File: config.mk
export PLATFORM = sky130hd
export DESIGN_NAME = instruction_fetch_unit
export DESIGN_NICKNAME = d
export VERILOG_FILES = /design/src/rtl/instruction_fetch_unit.sv
export SDC_FILE = /design/constraint.sdc
export NUM_CORES = 1
export LEC_CHECK = 0
export CORE_ASPECT_RATIO = 0.7
export CORE_MARGIN = 1
export CORE_UTILIZATION = 44
export DETAILED_ROUTE_END_ITERATION = 7
export PLACE_DENSITY = 0.84
export SYNTH_ARGS = -nofsm -noshare
export SYNTH_HDL_FRONTEND = slang
export SYNTH_SLANG_ARGS = --single-unit
File: constraint.sdc
create_clock -name clk -period 5.7 [get_ports clk]
set_input_delay 1.71 -clock clk [delete_from_list [all_inputs] [get_ports clk]]
set_output_delay 1.71 -clock clk [all_outputs]
set_load 0.02 [all_outputs]
File: src/rtl/instruction_fetch_unit.sv
// Instruction fetch unit: a PC register that walks program memory and a
// 2-entry {instruction, PC} queue toward the decoder. Handles backpressure,
// redirects (branch/jump flushes), and halts on an out-of-range or
// misaligned fetch address.
module instruction_fetch_unit #(
  parameter int                    DATA_WIDTH   = 32,
  parameter int                    MEMORY_DEPTH = 32,
  parameter logic [DATA_WIDTH-1:0] PC_RESET     = 32'h00400000
) (
  input  logic                  clk,
  input  logic                  reset,
  output logic [DATA_WIDTH-1:0] FetchAddress,
  input  logic [DATA_WIDTH-1:0] MemInstruction,
  input  logic                  Redirect,
  input  logic [DATA_WIDTH-1:0] RedirectAddress,
  output logic                  InstrValid,
  input  logic                  InstrReady,
  output logic [DATA_WIDTH-1:0] InstrOut,
  output logic [DATA_WIDTH-1:0] InstrPC,
  output logic                  FetchError,
  output logic [31:0]           RetiredCount
);

  typedef enum logic {
    RUN  = 1'b0,
    HALT = 1'b1
  } state_t;

  localparam logic [DATA_WIDTH-1:0] DEPTH_W = DATA_WIDTH'(MEMORY_DEPTH);

  state_t                state;
  logic [DATA_WIDTH-1:0] pc;
  logic [DATA_WIDTH-1:0] offset;
  logic                  pc_ok;
  logic [1:0]            count;
  logic                  rd_ptr;
  logic                  wr_ptr;
  logic                  deq;
  logic                  enq;

  logic [DATA_WIDTH-1:0] instr_q [2];
  logic [DATA_WIDTH-1:0] pc_q    [2];

  // Decide whether the current PC is fetchable and what moves this cycle.
  always_comb begin
    offset = pc - PC_RESET;
    pc_ok  = (pc[1:0] == 2'b00) && (pc >= PC_RESET) && ((offset >> 2) < DEPTH_W);
    deq    = InstrValid & InstrReady;
    enq    = (state == RUN) & ~Redirect & pc_ok & ((count < 2'd2) | deq);
  end

  assign FetchAddress = pc;
  assign InstrValid   = (count != 2'd0);
  assign InstrOut     = instr_q[rd_ptr];
  assign InstrPC      = pc_q[rd_ptr];
  assign FetchError   = (state == HALT);

  // Control state: PC, run/halt FSM, queue occupancy and pointers, retire counter.
  always_ff @(posedge clk) begin
    if (reset) begin
      pc           <= PC_RESET;
      state        <= RUN;
      count        <= 2'd0;
      rd_ptr       <= 1'b0;
      wr_ptr       <= 1'b0;
      RetiredCount <= 32'd0;
    end else begin
      // A redirect flushes the queue, but a deq in the same cycle still retires.
      if (deq) RetiredCount <= RetiredCount + 32'd1;

      if (Redirect) begin
        pc     <= RedirectAddress;
        state  <= RUN;
        count  <= 2'd0;
        rd_ptr <= 1'b0;
        wr_ptr <= 1'b0;
      end else begin
        if (state == RUN && !pc_ok) state <= HALT;
        if (enq) begin
          pc     <= pc + DATA_WIDTH'(4);
          wr_ptr <= ~wr_ptr;
        end
        if (deq) rd_ptr <= ~rd_ptr;
        case ({enq, deq})
          2'b10:   count <= count + 2'd1;
          2'b01:   count <= count - 2'd1;
          default: count <= count;
        endcase
      end
    end
  end

  // Queue payload storage, written at the tail on every fetch.
  // NOTE: payload registers carry no reset; count alone decides validity, so
  // stale contents are never observable and the data path stays reset-free.
  always_ff @(posedge clk) begin
    if (enq) begin
      instr_q[wr_ptr] <= MemInstruction;
      pc_q[wr_ptr]    <= pc;
    end
  end

endmodule
=== Word-level counts from Yosys, hierarchy flattened ===
Memories as Yosys holds them, arrays and structs flattened. A register that Yosys moved wholly into a read port is not among the register bits.
Cells that the tools add are included.

* Add/subtract/negate cells: 5
* $lt $le $gt $ge: 3
* Equal/unequal tests: 2
* Mux-type cells: 9
* Bitwise logic cells: 9
* Reduce and logical (&&, ||, !) cells: 9

{| class="wikitable"
|+ Operators with widths
! kind !! number
|-
| 32-bit 2-to-1 mux || 2
|-
| 32-bit by 1-bit adder with 32-bit output (second input constant) || 1
|-
| 32-bit by 3-bit adder with 32-bit output (second input constant) || 1
|-
| 32-bit by 23-bit greater-or-equal comparator with 1-bit output (second input constant) || 1
|-
| 32-bit by 23-bit subtractor with 32-bit output (second input constant) || 1
|-
| 30-bit by 6-bit less-than comparator with 1-bit output (second input constant) || 1
|-
| 1-bit 2-to-1 mux || 6
|-
| 2-bit nonzero test || 3
|-
| 1-bit bitwise AND || 4
|-
| 1-bit inverter || 4
|-
| 2-bit one-hot mux with 2 select lines || 1
|-
| 1-bit logical AND || 3
|-
| 2-bit by 1-bit adder with 2-bit output (second input constant) || 1
|-
| 2-bit by 1-bit == test with 1-bit output (second input constant) || 1
|-
| 2-bit == test (second input constant) || 1
|-
| 2-bit zero test || 1
|-
| 2-bit less-than comparator (second input constant) || 1
|-
| 2-bit OR reduction || 1
|-
| 2-bit by 1-bit subtractor with 2-bit output (second input constant) || 1
|-
| 1-bit zero test || 1
|-
| 1-bit bitwise OR || 1
|}

* Flip-flop bits (word level): 69
* Memory bits (writable): 128
* Input bits: 68
* Output and inout bits: 130
* Memories kept: 2

{| class="wikitable"
|+ Memories
! name !! depth !! width !! rd ports !! clocked after memory_dff !! write ports !! RTL line !! RTL
|-
| instr_q || 2 || 32 || 1 || 1 || 1 || 41 || <nowiki>logic [DATA_WIDTH-1:0] instr_q [2];</nowiki>
|-
| pc_q || 2 || 32 || 1 || 1 || 1 || 42 || <nowiki>logic [DATA_WIDTH-1:0] pc_q [2];</nowiki>
|}

=== Longest topological paths before layout ===
Gate-level depths: netlist of run 1.

* Word-level depth: 7
* Depth in mapped cells: 8
* Gate-level depth less buffers: 8

=== Worst setup path after synthesis of run 1 ===
No wires, ideal clock.

* Path kind: input -> register
* From: input port InstrReady
* To: memory instr_q[0][0] (enable)
* Setup time: 0.486 ns
* Arrival time: 5.055 ns
* Data required time: 5.214 ns
* Slack: 0.159 ns
* Cell stages on the path: 5
* Buffers on the path: 0
* Path through: nand2b_1 > nand4_1 > nor3_4 > inv_1 > nor2_1

* Word-level cells in the longest chain between the ends: 5

{| class="wikitable"
|+ Ends and longest elaborated chain
! item !! RTL line !! RTL
|-
| from (decl) || 17 || <nowiki>input logic InstrReady,</nowiki>
|-
| 1-bit bitwise AND || 48 || <nowiki>deq = InstrValid & InstrReady;</nowiki>
|-
| 1-bit bitwise OR || 49 || <nowiki>enq = (state == RUN) & ~Redirect & pc_ok & ((count < 2'd2) | deq);</nowiki>
|-
| 1-bit bitwise AND || 49 ||
|-
| 1-bit 2-to-1 mux || 97 || <nowiki>if (enq) begin</nowiki>
|-
| 1-bit 2-to-1 mux (implied by the code) || 98 || <nowiki>instr_q[wr_ptr] <= MemInstruction;</nowiki>
|-
| to (decl) || 41 ||
|}

No other way between the ends.

==> results.md, run 1 <==
- Top FF cell, synth: edfxtp_1
- Fin. Hold Viols: 0
- Routed wl met3: 1460 µm
- Wl on met1: approximately 7700 µm
- Post-Syn Area: approximately 7600 µm²
- Final Wtd Congestion: about 0.83
- Synth Area in Simple Gates: 0.0981
- Status: finished clean
- Vias/cell: about 5.3
- CTS Buf Count: 17
- Worst min path class: register to register
- Area of the core: 16600 µm²
- Worst setup SP type: register
- Detailed placement HPWL: roughly 12000 µm
- Yosys reg bits: between 150 and 200
- Cell at the slowest stage of the critical path: dfxtp_2
- Residual DRC: 0
- Routed via count: 5002
- Clk slew on worst S/H paths: approximately 0.070 ns
- Routed wire length: around 18000 µm
- Arr. time, crit path: 2.66 ns
- Pre-Repair DR Iteration Count: 5
- Crit-path max FO: 28
- Largest net degree at the start of global routing: 45
- Antenna-violating nets left: 0
- Fin cells: approximately 950
- Root Buffer: clkbuf_16
- Slew HR: 0.287
- TritonCTS clock tree: built
- DR WL/cell: 18.8 µm
- H-tree Lvls: 4
- Metal2 WL: around 8500 µm
- Post-DP Area: 9850 µm²
- Delay of the slowest critical-path stage: 0.79 ns
- First-pass GRT wire length: 27700 µm
- Period minus WS final: between 4 and 5 ns
- Synth Instances: 512
- Initial antenna violation count: 1
- Maximum vdd drop: approximately 0.17 mV
- Slew @ Worst Pin: around 1.1 ns
- Critical-path cell list: buf_4 -> mux2_2 -> clkdlybuf4s50_1
- Clk sinks: approximately 200
- Resized cells post-CTS: 0
- Tot Pwr: ~2.9 mW
- CP Capture Type: output pin
- Initial Utilization: 0.459
- Complex-gate fraction of the synthesized area: 0.0522
- Unrepaired setup endpoints after global routing: false
- Final instance area: approximately 10000 µm²
- Worst Skew: roughly 0.015 ns
- Crit path buf inv count: 2
- Number of global-route vias before repair: 5042
- Hold-fix buffers, CTS: 0
- Critical path class: register to output pin
- Die area: about 18000 µm²
- Worst skew pair latency: approximately 0.44 ns
- Max Transition Viols Final: 0
- Part of the cycle the worst path needs: 0.766
- Post-synthesis sequential area ratio: 0.687
- Rows: 39
- Post-synth cell types: 49
- # nets final: ~780
- Clock Path Buffers: 2
- Pwr dens: 278 nW/µm²
- Final Setup Violations: 0
- Total GRT Usage: 0.203
- Postcts setup bufs: 0
- Pleak: about 3.5 nW
- Number of synthesized flops with an enable pin: approximately 130
- Post-Route Setup TNS: 0 ns
- Worst path required time: approximately 4 ns
- Adder-cell area share of the yosys netlist: 0.00491
- Xor/xnor share of the synthesized area: 0.0344
- Remaining Overflow, GRT: 0
- Commonest non-fill, non-tap cell in the layout: clkdlybuf4s50_1
- Die width: around 160 µm
- Final Core Density: 0.628
- Most frequent cells in the layout: clkdlybuf4s50_1 (197), edfxtp_1 (128), dfxtp_1 (69)
- Top layer used by detailed routing: met4
- Syn_area_per_cell: 14.9 µm²
- Ports: 198
- Post-synthesis mux area share: 0.102
- Main combinational cell family by area after synthesis: multiplexers
- Max_cap viols: 0
- PortBufs: 197
- Async SR Flop Fraction: 0
- Ys Warns: 0
- Fmax: 0.229 GHz
- Share of layout cells above drive strength 1: 0.174
- Placed cell count: 919
- DR iter-0 viols: about 360
- CP delay by family, top: buffers and inverters
- Area Overhead vs Synth: 36.7%
- Post-synthesis net count: between 500 and 600
- Chip height: roughly 110 µm
-- power by group --
part / internal, mW / switching, mW
clock network: 0.626 / 0.562
registers: 1.54 / 0.0230
logic: 0.0855 / 0.0722
total: 2.25 / 0.657
-- synthesized netlist by cell type (7+ instances only) --
cell      count  share of area
o21ai_0       7         0.0046
nor4_1        7         0.0057
xnor2_1      25          0.029
nand3_1       7         0.0046
a21oi_1      11         0.0072
nand4_1       7         0.0057
inv_1        13         0.0064
mux2_2       64          0.094
nand2_1      16         0.0079
edfxtp_1    128           0.50
clkbuf_1     15         0.0074
dfxtp_1      70           0.18
nor3_1        7         0.0046
nor2_1       39          0.019
a22o_1       22          0.025
-- worst paths after layout --
| path | from | end | slack, ns | cells after the start |
|---|---|---|---|---|
| worst max register to register | FetchAddress[11] | pc_q[1][28] | 2.57 | 5 |
| worst min-delay path | rd_ptr | register | 0.52 | 2 |
| worst min register to register | rd_ptr | register | 0.52 | 2 |
| worst max-delay path | register | InstrPC[8] | 1.33 | 3 |
-- metal layers --
layer  up-vias  global-route usage
met5         -                   0
met4         0              0.0571
met3        22              0.0732
met2       218               0.329
met1      2438               0.256
li1       2324                   -
-- kinds of logic after synthesis --
group                    count (synthesis)
AND/OR/NAND/NOR                        122
XOR/XNOR                                30
flip-flops                             198
adder cells (fa/ha/maj)                  3
AO/OA/AOI/OAI                           54
buffers and inverters                   35
multiplexers                            70
-- area by class of cell --
cell class                 count  area, µm²
sequential                   198       5250
antenna                        1       2.50
clock inverter                14        159
clock buffer                  18        429
fill                        1205       6190
inverter                      13       48.8
timing repair buffer         204       2040
multi-input combinational    279       2240
tap                          225        282
-- flip-flops by register name, summed over array words and instances, names as in the netlist, named ones only --
name          cells
RetiredCount     32
wr_ptr            1
pc_q             64
rd_ptr            1
instr_q          64
FetchError        1
FetchAddress     32
count             2
-- worst reg2reg max path: stages (launching register included) --
cell,delay (ns)
dfxtp_1,0.37
nor4_1,0.78
nand2_1,0.28
nor3_4,0.44
and2_2,0.58
buf_12,0.32
-- metrics by stage --
step	hold slack, ns	worst slack, ns
6_report	0.518	1.33
5_1_grt	0.538	1.20
4_1_cts	0.521	1.29
3_3_place_gp	0.486	1.37
3_5_place_dp	0.503	1.26
2_1_floorplan	0.481	0.159
Power figures use the tool's default switching activity.
==> run 2: changes to the inputs <==
--- a/config.mk
+++ b/config.mk
@@ -7,9 +7,9 @@
 export LEC_CHECK = 0
 export CORE_ASPECT_RATIO = 0.7
 export CORE_MARGIN = 1
-export CORE_UTILIZATION = 44
+export CORE_UTILIZATION = 49
 export DETAILED_ROUTE_END_ITERATION = 7
-export PLACE_DENSITY = 0.84
+export PLACE_DENSITY = 0.88
 export SYNTH_ARGS = -nofsm -noshare
 export SYNTH_HDL_FRONTEND = slang
 export SYNTH_SLANG_ARGS = --single-unit
==> constraint.sdc (replaced) <==
create_clock -name clk -period 4.45 [get_ports clk]
set_input_delay 1.335 -clock clk [delete_from_list [all_inputs] [get_ports clk]]
set_output_delay 1.335 -clock clk [all_outputs]
set_load 0.02 [all_outputs]
==> run 2 against run 1 <==
- final cell count decreased by 3.3%
- register-to-register slack got worse by 0.93 ns
- first-iteration DRC count increased by 1.1%
- clock power increased by 18%
- core utilization increased by 6.6 points
- flip-flop and latch count unchanged
- non-clock buffer count unchanged
- critical path type unchanged
- largest cell class unchanged
==> results.md, run 2 (synthesis gave the netlist of run 1 again) <==
- Pwr dens: about 350 nW/µm²
- Worst min path class: register to register
- Remaining Overflow, GRT: 0
- Residual DRC: 0
- Largest net degree at the start of global routing: 40
- Status: finished clean
- # nets final: between 700 and 800
- Initial Utilization: 0.511
- Die width: 151 µm
- Clk sinks: roughly 200
- Final Wtd Congestion: roughly 0.85
- TritonCTS clock tree: built
- Worst Skew: 0.0143 ns
- Final Core Density: 0.694
- CTS Buf Count: 17
- Initial antenna violation count: 0
- Clk slew on worst S/H paths: around 0.07 ns
- Slew HR: 0.212
- H-tree Lvls: 4
- Rows: 37
- CP Capture Type: output pin
- Hold-fix buffers, CTS: 0
- Clock Path Buffers: 2
- Commonest non-fill, non-tap cell in the layout: clkdlybuf4s50_1
- Arr. time, crit path: between 2 and 2.5 ns
- Worst skew pair latency: approximately 0.43 ns
- Area of the core: 15000 µm²
- Routed wire length: around 18000 µm
- Post-Route Setup TNS: 0 ns
- Worst setup SP type: register
- Resized cells post-CTS: 0
- Fmax: about 0.26 GHz
- Fin. Hold Viols: 0
- Pre-Repair DR Iteration Count: 4
- Ports: between 150 and 200
- Final Setup Violations: 0
- Share of layout cells above drive strength 1: 0.172
- Period minus WS final: roughly 3.8 ns
- Postcts setup bufs: 0
- Unrepaired setup endpoints after global routing: false
- Critical-path cell list: buf_12 -> mux2_2 -> clkdlybuf4s50_1
- Chip height: about 110 µm
- Vias/cell: about 5.4
- Delay of the slowest critical-path stage: around 0.77 ns
- Root Buffer: clkbuf_16
- Crit-path max FO: 39
- PortBufs: a little under 200
- Detailed placement HPWL: approximately 12000 µm
- Worst path required time: between 3 and 4 ns
- Die area: between 15000 and 20000 µm²
- Area Overhead vs Synth: 35.8%
- # diodes: 0
- Critical path class: register to output pin
- Total GRT Usage: 0.223
- DR iter-0 viols: ~370
- Final worst slack: approximately 0.64 ns
- Slew @ Worst Pin: between 1 and 1.5 ns
- Most frequent cells in the layout: clkdlybuf4s50_1 (197), edfxtp_1 (128), dfxtp_1 (69)
- DR WL/cell: 19.0 µm
- Pleak: 3.44 nW
- Largest regs: instr_q x64, pc_q x64
- Number of global-route vias before repair: between 5000 and 6000
- Routed via count: about 4900
- First-pass GRT wire length: 26600 µm
- Cell at the slowest stage of the critical path: dfxtp_2
- Placement Setup Slack: approximately 0.80 ns
- Antenna-violating nets left: 0
- Part of the cycle the worst path needs: 0.856
- Maximum vdd drop: between 0.2 and 0.3 mV
- Max_cap viols: 0
- Max Transition Viols Final: 0
==> run 2: per-layer routing <==
metal	wire length (µm)	track usage
met3	1710	0.0828
met5	0	0
met4	223	0.0707
met1	7390	0.282
met2	8200	0.356
==> run 2: power by group <==
group	total (mW)	switching [mW]	internal [mW]
combinational	0.203	0.0931	0.110
clock	1.41	0.678	0.729
sequential	2.00	0.0287	1.97
==> run 2: final cells by class <==
cell class	count	area, µm²
tap	195	244
inverter	13	48.8
fill	980	4580
clock buffer	17	425
multi-input combinational	279	2240
clock inverter	15	119
sequential	198	5250
timing repair buffer	204	2050
==> run 2: critical path: cells and delay by family, from the launching register on <==
kind                   cells  cell delay [ns]
buffers and inverters      2             0.90
flip-flops                 1             0.77
multiplexers               1             0.36
==> run 2: per-stage QoR <==
step / cell area, µm² / hold slack (ns) / instances / total power [mW]
after floorplan: 7640 / 0.481 / 512 / 2.11
after global placement: 9830 / 0.485 / 889 / 2.24
after detailed placement: 9830 / 0.504 / 889 / 2.25
after CTS: 10400 / 0.526 / 921 / 3.64
after global routing: 10400 / 0.543 / 921 / 3.72
final: 10400 / 0.526 / 921 / 3.61
==> run 2: final timing paths <==
path	startpoint	to	slack (ns)	cells past startpoint
setup / recovery	register	InstrPC[20]	0.64	3
hold / removal	FetchAddress[1]	pc_q[0][1]	0.53	0
setup reg to reg	FetchAddress[10]	pc_q[0][29]	1.64	6
hold reg to reg	FetchAddress[1]	pc_q[0][1]	0.53	0
